==> config.mk <==
export PLATFORM = sky130hd
export DESIGN_NAME = mux_scan_top
export DESIGN_NICKNAME = d
export VERILOG_FILES = /design/src/rtl/mux_scan_sequencer_pkg.sv /design/src/rtl/mux_scan_sequencer_if.sv /design/src/rtl/mux_scan_sequencer_mux8to1.sv /design/src/rtl/mux_scan_top.sv /design/src/rtl/mux_scan_sequencer.sv
export SDC_FILE = /design/constraint.sdc
export NUM_CORES = 1
export LEC_CHECK = 0
export ABC_AREA = 1
export CORE_AREA = 2 2 60 62
export CTS_CLUSTER_DIAMETER = 100
export DETAILED_ROUTE_END_ITERATION = 8
export DIE_AREA = 0 0 62 64
export PLACE_DENSITY = 0.57
export SYNTH_ARGS = -nofsm -noshare
export SYNTH_HDL_FRONTEND = slang
export SYNTH_HIERARCHICAL = 1
export SYNTH_SLANG_ARGS = --single-unit
==> constraint.sdc <==
create_clock -name clk -period 3.6 [get_ports clk]
set_input_delay 0.72 -clock clk [delete_from_list [all_inputs] [get_ports clk]]
set_output_delay 0.72 -clock clk [all_outputs]
set_load 0.01 [all_outputs]
==> src/rtl/mux_scan_sequencer_pkg.sv <==
// Shared types and constants for the mux scan sequencer slice.
// The sequencer, its bus interface and the wrapper all import this package.
package mux_scan_sequencer_pkg;

    localparam int DATA_W = 8;
    localparam int SEL_W  = 3;
    localparam logic [SEL_W-1:0] LAST_IDX = 3'd7;

    typedef enum logic {
        IDLE  = 1'b0,
        SHIFT = 1'b1
    } state_t;

    // First select index of a frame: LSB-first starts at 0, MSB-first at 7.
    function automatic logic [SEL_W-1:0] start_idx(input int msb_first);
        return (msb_first != 0) ? LAST_IDX : '0;
    endfunction

endpackage

==> src/rtl/mux_scan_sequencer_if.sv <==
// Bus between the sequencer (slave) and its surroundings (master): word input,
// mux select/enable side, serial output and FSM debug state.
//
// Handshake: a word transfers on a rising clk edge where in_valid && in_ready;
// in_valid is ignored whenever in_ready is low, and in_data matters only on
// that transfer edge. ser_valid is a one-cycle pulse with no backpressure.
interface mux_scan_sequencer_if;
    import mux_scan_sequencer_pkg::*;

    logic [DATA_W-1:0] in_data;
    logic              in_valid;
    logic              in_ready;
    logic              abort;
    logic [DATA_W-1:0] A;
    logic [SEL_W-1:0]  s;
    logic              En;
    logic              y;
    logic              ser_bit;
    logic              ser_valid;
    logic              ser_last;
    logic              busy;
    state_t            state_dbg;

    modport master (
        output in_data, in_valid, abort, y,
        input  in_ready, A, s, En, ser_bit, ser_valid, ser_last, busy, state_dbg
    );

    modport slave (
        input  in_data, in_valid, abort, y,
        output in_ready, A, s, En, ser_bit, ser_valid, ser_last, busy, state_dbg
    );

endinterface

==> src/rtl/mux_scan_sequencer_mux8to1.sv <==
// Plain 8:1 bit multiplexer with an enable; output is 0 while disabled.
module mux8to1 (
    input  logic [7:0] A,
    input  logic [2:0] s,
    input  logic       En,
    output logic       y
);

    assign y = En & A[s];

endmodule

==> src/rtl/mux_scan_top.sv <==
// Wrapper closing the loop between the sequencer and the 8:1 mux it drives;
// only the word input and serial output are exposed.
module mux_scan_top
    import mux_scan_sequencer_pkg::*;
#(
    parameter int MSB_FIRST   = 0,
    parameter int HOLD_CYCLES = 1
) (
    input  logic              clk,
    input  logic              rst_n,
    input  logic [DATA_W-1:0] in_data,
    input  logic              in_valid,
    input  logic              abort,
    output logic              in_ready,
    output logic              ser_bit,
    output logic              ser_valid,
    output logic              ser_last,
    output logic              busy,
    output state_t            state_dbg
);

    mux_scan_sequencer_if bus ();

    assign bus.in_data  = in_data;
    assign bus.in_valid = in_valid;
    assign bus.abort    = abort;
    assign in_ready     = bus.in_ready;
    assign ser_bit      = bus.ser_bit;
    assign ser_valid    = bus.ser_valid;
    assign ser_last     = bus.ser_last;
    assign busy         = bus.busy;
    assign state_dbg    = bus.state_dbg;

    mux8to1 u_mux (
        .A  (bus.A),
        .s  (bus.s),
        .En (bus.En),
        .y  (bus.y)
    );

    mux_scan_sequencer #(
        .MSB_FIRST   (MSB_FIRST),
        .HOLD_CYCLES (HOLD_CYCLES)
    ) u_seq (
        .clk   (clk),
        .rst_n (rst_n),
        .bus   (bus)
    );

endmodule

==> src/rtl/mux_scan_sequencer.sv <==
// Sequencer that walks an 8:1 mux over a captured word and emits one serial
// bit per select index, with a frame-last marker on the eighth bit.
module mux_scan_sequencer
    import mux_scan_sequencer_pkg::*;
#(
    parameter int MSB_FIRST   = 0,
    parameter int HOLD_CYCLES = 1
) (
    input logic                 clk,
    input logic                 rst_n,
    mux_scan_sequencer_if.slave bus
);

    localparam int HC_W = $clog2(HOLD_CYCLES + 1);
    localparam logic [HC_W-1:0] HOLD_LAST = HC_W'(HOLD_CYCLES - 1);

    state_t            state_q, state_d;
    logic [DATA_W-1:0] a_q, a_d;
    logic [SEL_W-1:0]  s_q, s_d;
    logic              en_q, en_d;
    logic [HC_W-1:0]   hold_q, hold_d;
    logic [2:0]        bit_q, bit_d;
    logic              ser_bit_q, ser_bit_d;
    logic              ser_valid_q, ser_valid_d;
    logic              ser_last_q, ser_last_d;

    always_ff @(posedge clk or negedge rst_n) begin
        if (!rst_n) begin
            state_q     <= IDLE;
            a_q         <= '0;
            s_q         <= '0;
            en_q        <= 1'b0;
            hold_q      <= '0;
            bit_q       <= '0;
            ser_bit_q   <= 1'b0;
            ser_valid_q <= 1'b0;
            ser_last_q  <= 1'b0;
        end else begin
            state_q     <= state_d;
            a_q         <= a_d;
            s_q         <= s_d;
            en_q        <= en_d;
            hold_q      <= hold_d;
            bit_q       <= bit_d;
            ser_bit_q   <= ser_bit_d;
            ser_valid_q <= ser_valid_d;
            ser_last_q  <= ser_last_d;
        end
    end

    always_comb begin
        state_d     = state_q;
        a_d         = a_q;
        s_d         = s_q;
        en_d        = en_q;
        hold_d      = hold_q;
        bit_d       = bit_q;
        ser_bit_d   = ser_bit_q;
        ser_valid_d = 1'b0;
        ser_last_d  = 1'b0;

        case (state_q)
            IDLE: begin
                // abort is deliberately not looked at here: a word offered
                // together with abort is still accepted.
                if (bus.in_valid) begin
                    a_d     = bus.in_data;
                    s_d     = start_idx(MSB_FIRST);
                    en_d    = 1'b1;
                    hold_d  = '0;
                    bit_d   = '0;
                    state_d = SHIFT;
                end
            end
            SHIFT: begin
                if (bus.abort) begin
                    en_d    = 1'b0;
                    s_d     = '0;
                    state_d = IDLE;
                end else if (hold_q == HOLD_LAST) begin
                    // Last cycle of the hold window: y has settled on A[s].
                    hold_d      = '0;
                    ser_bit_d   = bus.y;
                    ser_valid_d = 1'b1;
                    if (bit_q == LAST_IDX) begin
                        ser_last_d = 1'b1;
                        en_d       = 1'b0;
                        s_d        = '0;
                        state_d    = IDLE;
                    end else begin
                        bit_d = bit_q + 3'd1;
                        s_d   = (MSB_FIRST != 0) ? s_q - 3'd1 : s_q + 3'd1;
                    end
                end else begin
                    hold_d = hold_q + HC_W'(1);
                end
            end
            default: state_d = IDLE;
        endcase
    end

    assign bus.in_ready  = (state_q == IDLE);
    assign bus.busy      = (state_q == SHIFT);
    assign bus.A         = a_q;
    assign bus.s         = s_q;
    assign bus.En        = en_q;
    assign bus.ser_bit   = ser_bit_q;
    assign bus.ser_valid = ser_valid_q;
    assign bus.ser_last  = ser_last_q;
    assign bus.state_dbg = state_q;

endmodule

==> results.json, run 1 <==
{
  "finalHoldViolations": 0,
  "grt_max_degree": 20,
  "rows": 21,
  "clk_pin_slew_ps": 100,
  "min_path_type": "flip-flop to flip-flop",
  "synthArstFlopShare": 1.00,
  "nets": 152,
  "drt_iter0_markers": 19,
  "synthCells": 118,
  "switching_share": 0.317,
  "hold_ws_ps": 481,
  "cp_max_fo": 11,
  "endpoint_kind": "primary output",
  "fillers": 372,
  "min_period_ps": 2280,
  "drv_cap": 0,
  "cp_cell_sequence": "inv_2 > clkdlybuf4s50_1",
  "die_h_um": 64,
  "combPwrFrac": 0.267,
  "dr.pass1.iters": 4,
  "rsz0062_at_grt": "no",
  "min_period_over_period": 0.633,
  "num_antenna_cells": 0,
  "p_seq_frac": 0.534,
  "drc_errors": 0,
  "hold_depth": 2,
  "synth_top_area_share": 0.504,
  "antenna_found_initial": 0,
  "worstHoldStart": "u_seq/bus.A[2]$_DFFE_PN0P_",
  "avgRoutedWirePerCell_um": 9.45,
  "grt_overflow": 0,
  "arrival_ps": 1560,
  "root_buffer": "clkbuf_4",
  "grt_pass1_vias": 691,
  "cts_hold_buf": 0,
  "setup_viol": 0,
  "hold_end": "u_seq/bus.A[2]$_DFFE_PN0P_",
  "yosysMostFrequentCell": "nand2_1",
  "finalClockSkew_ps": 3.58,
  "reg2reg_to": "u_seq/bus.s[2]$_DFFE_PN0P_",
  "synth_edf_count": 0,
  "ys_seq_area_frac": 0.504,
  "drive_gt1_frac": 0.0519,
  "antenna_left": 0,
  "slowest_delay_ps": 580,
  "report.final.slew_viol_count": 0,
  "insertion_delay_ps": 290,
  "routed_wl_um": 1710,
  "syn_to_final_growth_pct": 22.9,
  "cts_sinks": 19,
  "finalSetupTns_ps": 0,
  "crit_family": "buffers and inverters",
  "fmax_ghz": 0.439,
  "dp_hpwl_um": 1320,
  "cts_resized": 0,
  "grt_use_total": 0.0981,
  "cts_made_buffers": 3,
  "cp-start-kind": "flip-flop",
  "path_class": "flip-flop to primary output",
  "power_switching_w": 0.000168,
  "critPathSlowestCell": "clkdlybuf4s50_1",
  "maxSlewHeadroom": 0.441,
  "htreeDepth": 1,
  "reg2reg_slack_ps": 2250,
  "die_x_um": 62,
  "core_area_mm2": 0.00328,
  "post_cts_buffers": 0,
  "ff2ff_path_depth": 7,
  "ys_types": 12,
  "cellLeakagePower_nw": 0.621,
  "peakVddDrop_v": 0.0000823,
  "power_w": 0.000529,
  "synth_warnings": 6,
  "dieArea_mm2": 0.00397,
  "power.density_mw_per_mm2": 456,
  "synth_area_um2": 943,
  "status": "finished, final reports clean",
  "yosysTopAreaCell": "dfrtp_1",
  "netlist_top_cells_count": "nand2_1 (46), dfrtp_1 (19), nand3_1 (17), inv_1 (15), nor2_1 (7)",
  "syn-num-nets": 134,
  "vias": 732,
  "tightest_slew_ps": 836,
  "r2r-start": "u_seq/bit_q[0]$_DFFE_PN0P_",
  "grt_pass1_wl_um": 2930,
  "gp_congestion": 0.762,
  "initial_core_util": 0.287,
  "cts_tree": "yes",
  "cp_num_buf_inv": 2,
  "internal_power_w": 0.000361,
  "ios": 18,
  "via_per_inst": 4.04,
  "syn-mean-instance-area_um2": 7.99,
  "ys_ff_latch": 19,
  "synthTopCellsByArea": "dfrtp_1 (50%), nand2_1 (18%), nand3_1 (9.0%)",
  "worstPathRequired_ps": 2880,
  "port_buffers": 17,
  "clockPowerShare": 0.199,
  "clockBufferDepth": 2,
  "synthFlopType": "dfrtp_1"
}
-- state kept, by name, summed over array words and instances, names as in the netlist --
name	flops
u_seq/bus.ser_valid	1
u_seq/bit_q	3
u_seq/bus.s	3
u_seq/bus.ser_last	1
u_seq/bus.En	1
u_seq/bus.busy	1
u_seq/bus.ser_bit	1
u_seq/bus.A	8
-- cell usage in the layout (no fill, tap or decap), drive strengths merged --
| cell type | instances |
|---|---|
| nand3 | 17 |
| nor2 | 8 |
| inv | 17 |
| ha | 4 |
| nand2 | 47 |
| clkdlybuf4s50 | 17 |
| dfrtp | 19 |
| clkbuf | 4 |
| o21ai | 2 |
-- final cells by class --
type / instances / area, um2 / share of cell area
well taps: 46 / 57.6 / 0.0496
repair buffers: 17 / 170 / 0.147
inverters: 17 / 63.8 / 0.0550
multi-input cells: 78 / 367 / 0.316
flip-flops and latches: 19 / 475 / 0.410
clock buffers: 4 / 26.3 / 0.0227
-- power groups by stage --
stage / Clock (W) / Sequential [W] / Combinational (W)
2_1_floorplan: 0 / 0.000284 / 0.0000963
3_3_place_gp: 0 / 0.000286 / 0.000141
3_5_place_dp: 0 / 0.000288 / 0.000143
4_1_cts: 0.000113 / 0.000283 / 0.000144
5_1_grt: 0.000121 / 0.000290 / 0.000162
6_report: 0.000105 / 0.000283 / 0.000141
-- metrics by stage --
step | util | worst slack [ps] | cell area, um2 | cells
floorplan | - | 2190 | 943 | 118
detailed placement | 0.345 | 1630 | 1130 | 177
CTS | 0.353 | 1290 | 1160 | 181
global route | 0.353 | 1230 | 1160 | 181
finish | 0.353 | 1320 | 1160 | 181
global placement | 0.345 | 1640 | 1130 | 177
-- routing by layer --
layer / wire length [um] / up-vias / share of wire / global-route usage
li1: - / 392 / - / -
met1: 896 / 324 / 0.52 / 0.143
met2: 736 / 14 / 0.43 / 0.135
met3: 50 / 2 / 0.029 / 0.0121
met4: 27 / 0 / 0.016 / 0.0559
met5: 0 / - / 0 / 0
-- worst register-to-register path: cells and delay by family (launching register included) --
kind	cells	cell delay [ps]
fa+ha+maj	2	420
simple gates	5	460
flops	1	410
-- kinds of logic (layout without fill, tap and decap cells) --
family,Yosys count,count (layout),share of synthesized area
adder cells (fa/ha/maj),4,4,0.0531
AO/OA/AOI/OAI,2,2,0.0106
AND/OR/NAND/NOR,72,72,0.325
buffers and inverters,21,38,0.107
flip-flops,19,19,0.504
-- worst max path at each step --
stage | start | to | slack [ps] | cells past startpoint
final | u_seq/bus.busy$_DFF_PN0_ | in_ready | 1320 | 2
after global routing | u_seq/bus.busy$_DFF_PN0_ | in_ready | 1230 | 2
after CTS | u_seq/bus.busy$_DFF_PN0_ | in_ready | 1290 | 2
after detailed placement | u_seq/bus.busy$_DFF_PN0_ | in_ready | 1630 | 2
after global placement | u_seq/bus.busy$_DFF_PN0_ | in_ready | 1640 | 2
after floorplan | u_seq/bus.busy$_DFF_PN0_ | in_ready | 2190 | 2
Power figures use the tool's default switching activity.
==> run 2, diff against run 1 <==
==> constraint.sdc (replaced) <==
create_clock -name clk -period 2.27 [get_ports clk]
set_input_delay 0.454 -clock clk [delete_from_list [all_inputs] [get_ports clk]]
set_output_delay 0.454 -clock clk [all_outputs]
set_load 0.01 [all_outputs]
==> run 2 against run 1 <==
Compared with the run above: die area stayed put; final area is 0.65% higher; power is 60% higher; clock skew is 1.4 ps higher; utilization is 0.23 points higher; clock power is 62% higher; register-to-register slack worse by 1400 ps; sequential share of layout area is 0.26 points lower; first-iteration DRC count is 63% higher; flip-flop and latch count stayed put; via count is 3.7% higher; critical path type unchanged; critical endpoint unchanged.
==> results.json, run 2 (synthesis gave the netlist of run 1 again) <==
{
  "antenna_left": 0,
  "die_x_um": 62,
  "rows": 21,
  "dp_hpwl_um": 1340,
  "setup_viol": 0,
  "min_period_over_period": 0.895,
  "ios": 18,
  "ff2ff_path_depth": 7,
  "nets": 153,
  "reg2reg_to": "u_seq/bus.s[2]$_DFFE_PN0P_",
  "reg2reg_slack_ps": 890,
  "min_period_ps": 2030,
  "grt_max_degree": 20,
  "syn_to_final_growth_pct": 23.7,
  "met3_usage": 0.0182,
  "use_met2": 0.158,
  "arrival_ps": 1580,
  "cts_hold_buf": 0,
  "via_per_inst": 4.17,
  "drive_gt1_frac": 0.0588,
  "cts_resized": 0,
  "core_area_mm2": 0.00328,
  "routed_wl_um": 1790,
  "busiest_layer": "met2",
  "status": "finished, final reports clean",
  "htreeDepth": 1,
  "grt_overflow": 0,
  "gp_congestion": 0.768,
  "num_antenna_cells": 0,
  "finalSetupTns_ps": 0,
  "cp-start-kind": "flip-flop",
  "largest_reg_flops": 8,
  "layout_common_cells": "nand2_1 (46), dfrtp_1 (19), clkdlybuf4s50_1 (17), nand3_1 (17), inv_1 (15)",
  "drv_cap": 0,
  "peakVddDrop_v": 0.000156,
  "avgRoutedWirePerCell_um": 9.81,
  "dieArea_mm2": 0.00397,
  "grt_use_total": 0.107,
  "path_class": "flip-flop to primary output",
  "root_buffer": "clkbuf_4",
  "grt_pass1_vias": 745,
  "clockBufferDepth": 2,
  "r2r-start": "u_seq/bit_q[0]$_DFFE_PN0P_",
  "dr.pass1.iters": 4,
  "finalClockSkew_ps": 4.96,
  "fillers": 368,
  "maxSlewHeadroom": 0.700,
  "drc_errors": 0,
  "min_path_type": "input port to async pin",
  "insertion_delay_ps": 290,
  "grt_pass1_wl_um": 3150,
  "cts_made_buffers": 3,
  "tightest_slew_ps": 448,
  "die_h_um": 64,
  "cts_sinks": 19,
  "vias": 759,
  "power.density_mw_per_mm2": 727,
  "cp_max_fo": 11,
  "rsz0062_at_grt": "no",
  "endpoint_kind": "primary output",
  "use_met1": 0.146,
  "cellLeakagePower_nw": 0.625,
  "port_buffers": 17,
  "final_common_cell": "nand2_1",
  "fmax_ghz": 0.492,
  "worstPathRequired_ps": 1820,
  "antenna_found_initial": 0,
  "drt_iter0_markers": 31,
  "initial_core_util": 0.287,
  "report.final.slew_viol_count": 0,
  "post_cts_buffers": 0,
  "power_w": 0.000848,
  "finalHoldViolations": 0,
  "cts_tree": "yes",
  "clk_pin_slew_ps": 110
}
-- run 2: stage by stage --
step | hold slack (ps) | std cells | instance area, um2 | setup WS (ps) | utilization
2_1_floorplan | 158 | 118 | 943 | 1060 | -
3_3_place_gp | 456 | 178 | 1140 | 581 | 0.347
3_5_place_dp | 459 | 178 | 1140 | 548 | 0.347
4_1_cts | 479 | 182 | 1170 | 217 | 0.355
5_1_grt | 487 | 182 | 1170 | 145 | 0.355
6_report | 475 | 182 | 1170 | 237 | 0.355
-- run 2: per-layer routing --
| metal | wire, um | up-vias |
|---|---|---|
| met1 | 898 | 346 |
| met2 | 770 | 16 |
| met5 | 0 | - |
| met3 | 71 | 4 |
| li1 | - | 393 |
| met4 | 44 | 0 |
-- run 2: how the worst max path moves through the flow --
stage | startpoint | end | slack (ps) | cells after the start
2_1_floorplan | u_seq/bit_q[0]$_DFFE_PN0P_ | u_seq/bus.s[2]$_DFFE_PN0P_ | 1060 | 7
5_1_grt | u_seq/bus.busy$_DFF_PN0_ | in_ready | 140 | 2
3_3_place_gp | u_seq/bus.busy$_DFF_PN0_ | in_ready | 580 | 2
3_5_place_dp | in_valid | u_seq/bus.s[2]$_DFFE_PN0P_ | 550 | 5
6_report | u_seq/bus.busy$_DFF_PN0_ | in_ready | 240 | 2
4_1_cts | u_seq/bus.busy$_DFF_PN0_ | in_ready | 220 | 2
-- run 2: layout make-up --
| type | count | area (um2) | area share |
|---|---|---|---|
| flip-flops and latches | 19 | 475 | 0.407 |
| multi-input cells | 78 | 367 | 0.314 |
| repair buffers | 18 | 178 | 0.152 |
| inverters | 17 | 63.8 | 0.0547 |
| well taps | 46 | 57.6 | 0.0493 |
| clock buffers | 4 | 26.3 | 0.0225 |
-- run 2: where the power goes --
group          switching (W)  internal [W]  total, W
combinational       0.000125      0.000104  0.000229
clock               0.000102     0.0000683  0.000170
sequential         0.0000471      0.000402  0.000449
-- run 2: critical path, stage by stage (launching register included) --
cell and delay (ps):
dfrtp_1 470, inv_2 240, clkdlybuf4s50_1 580
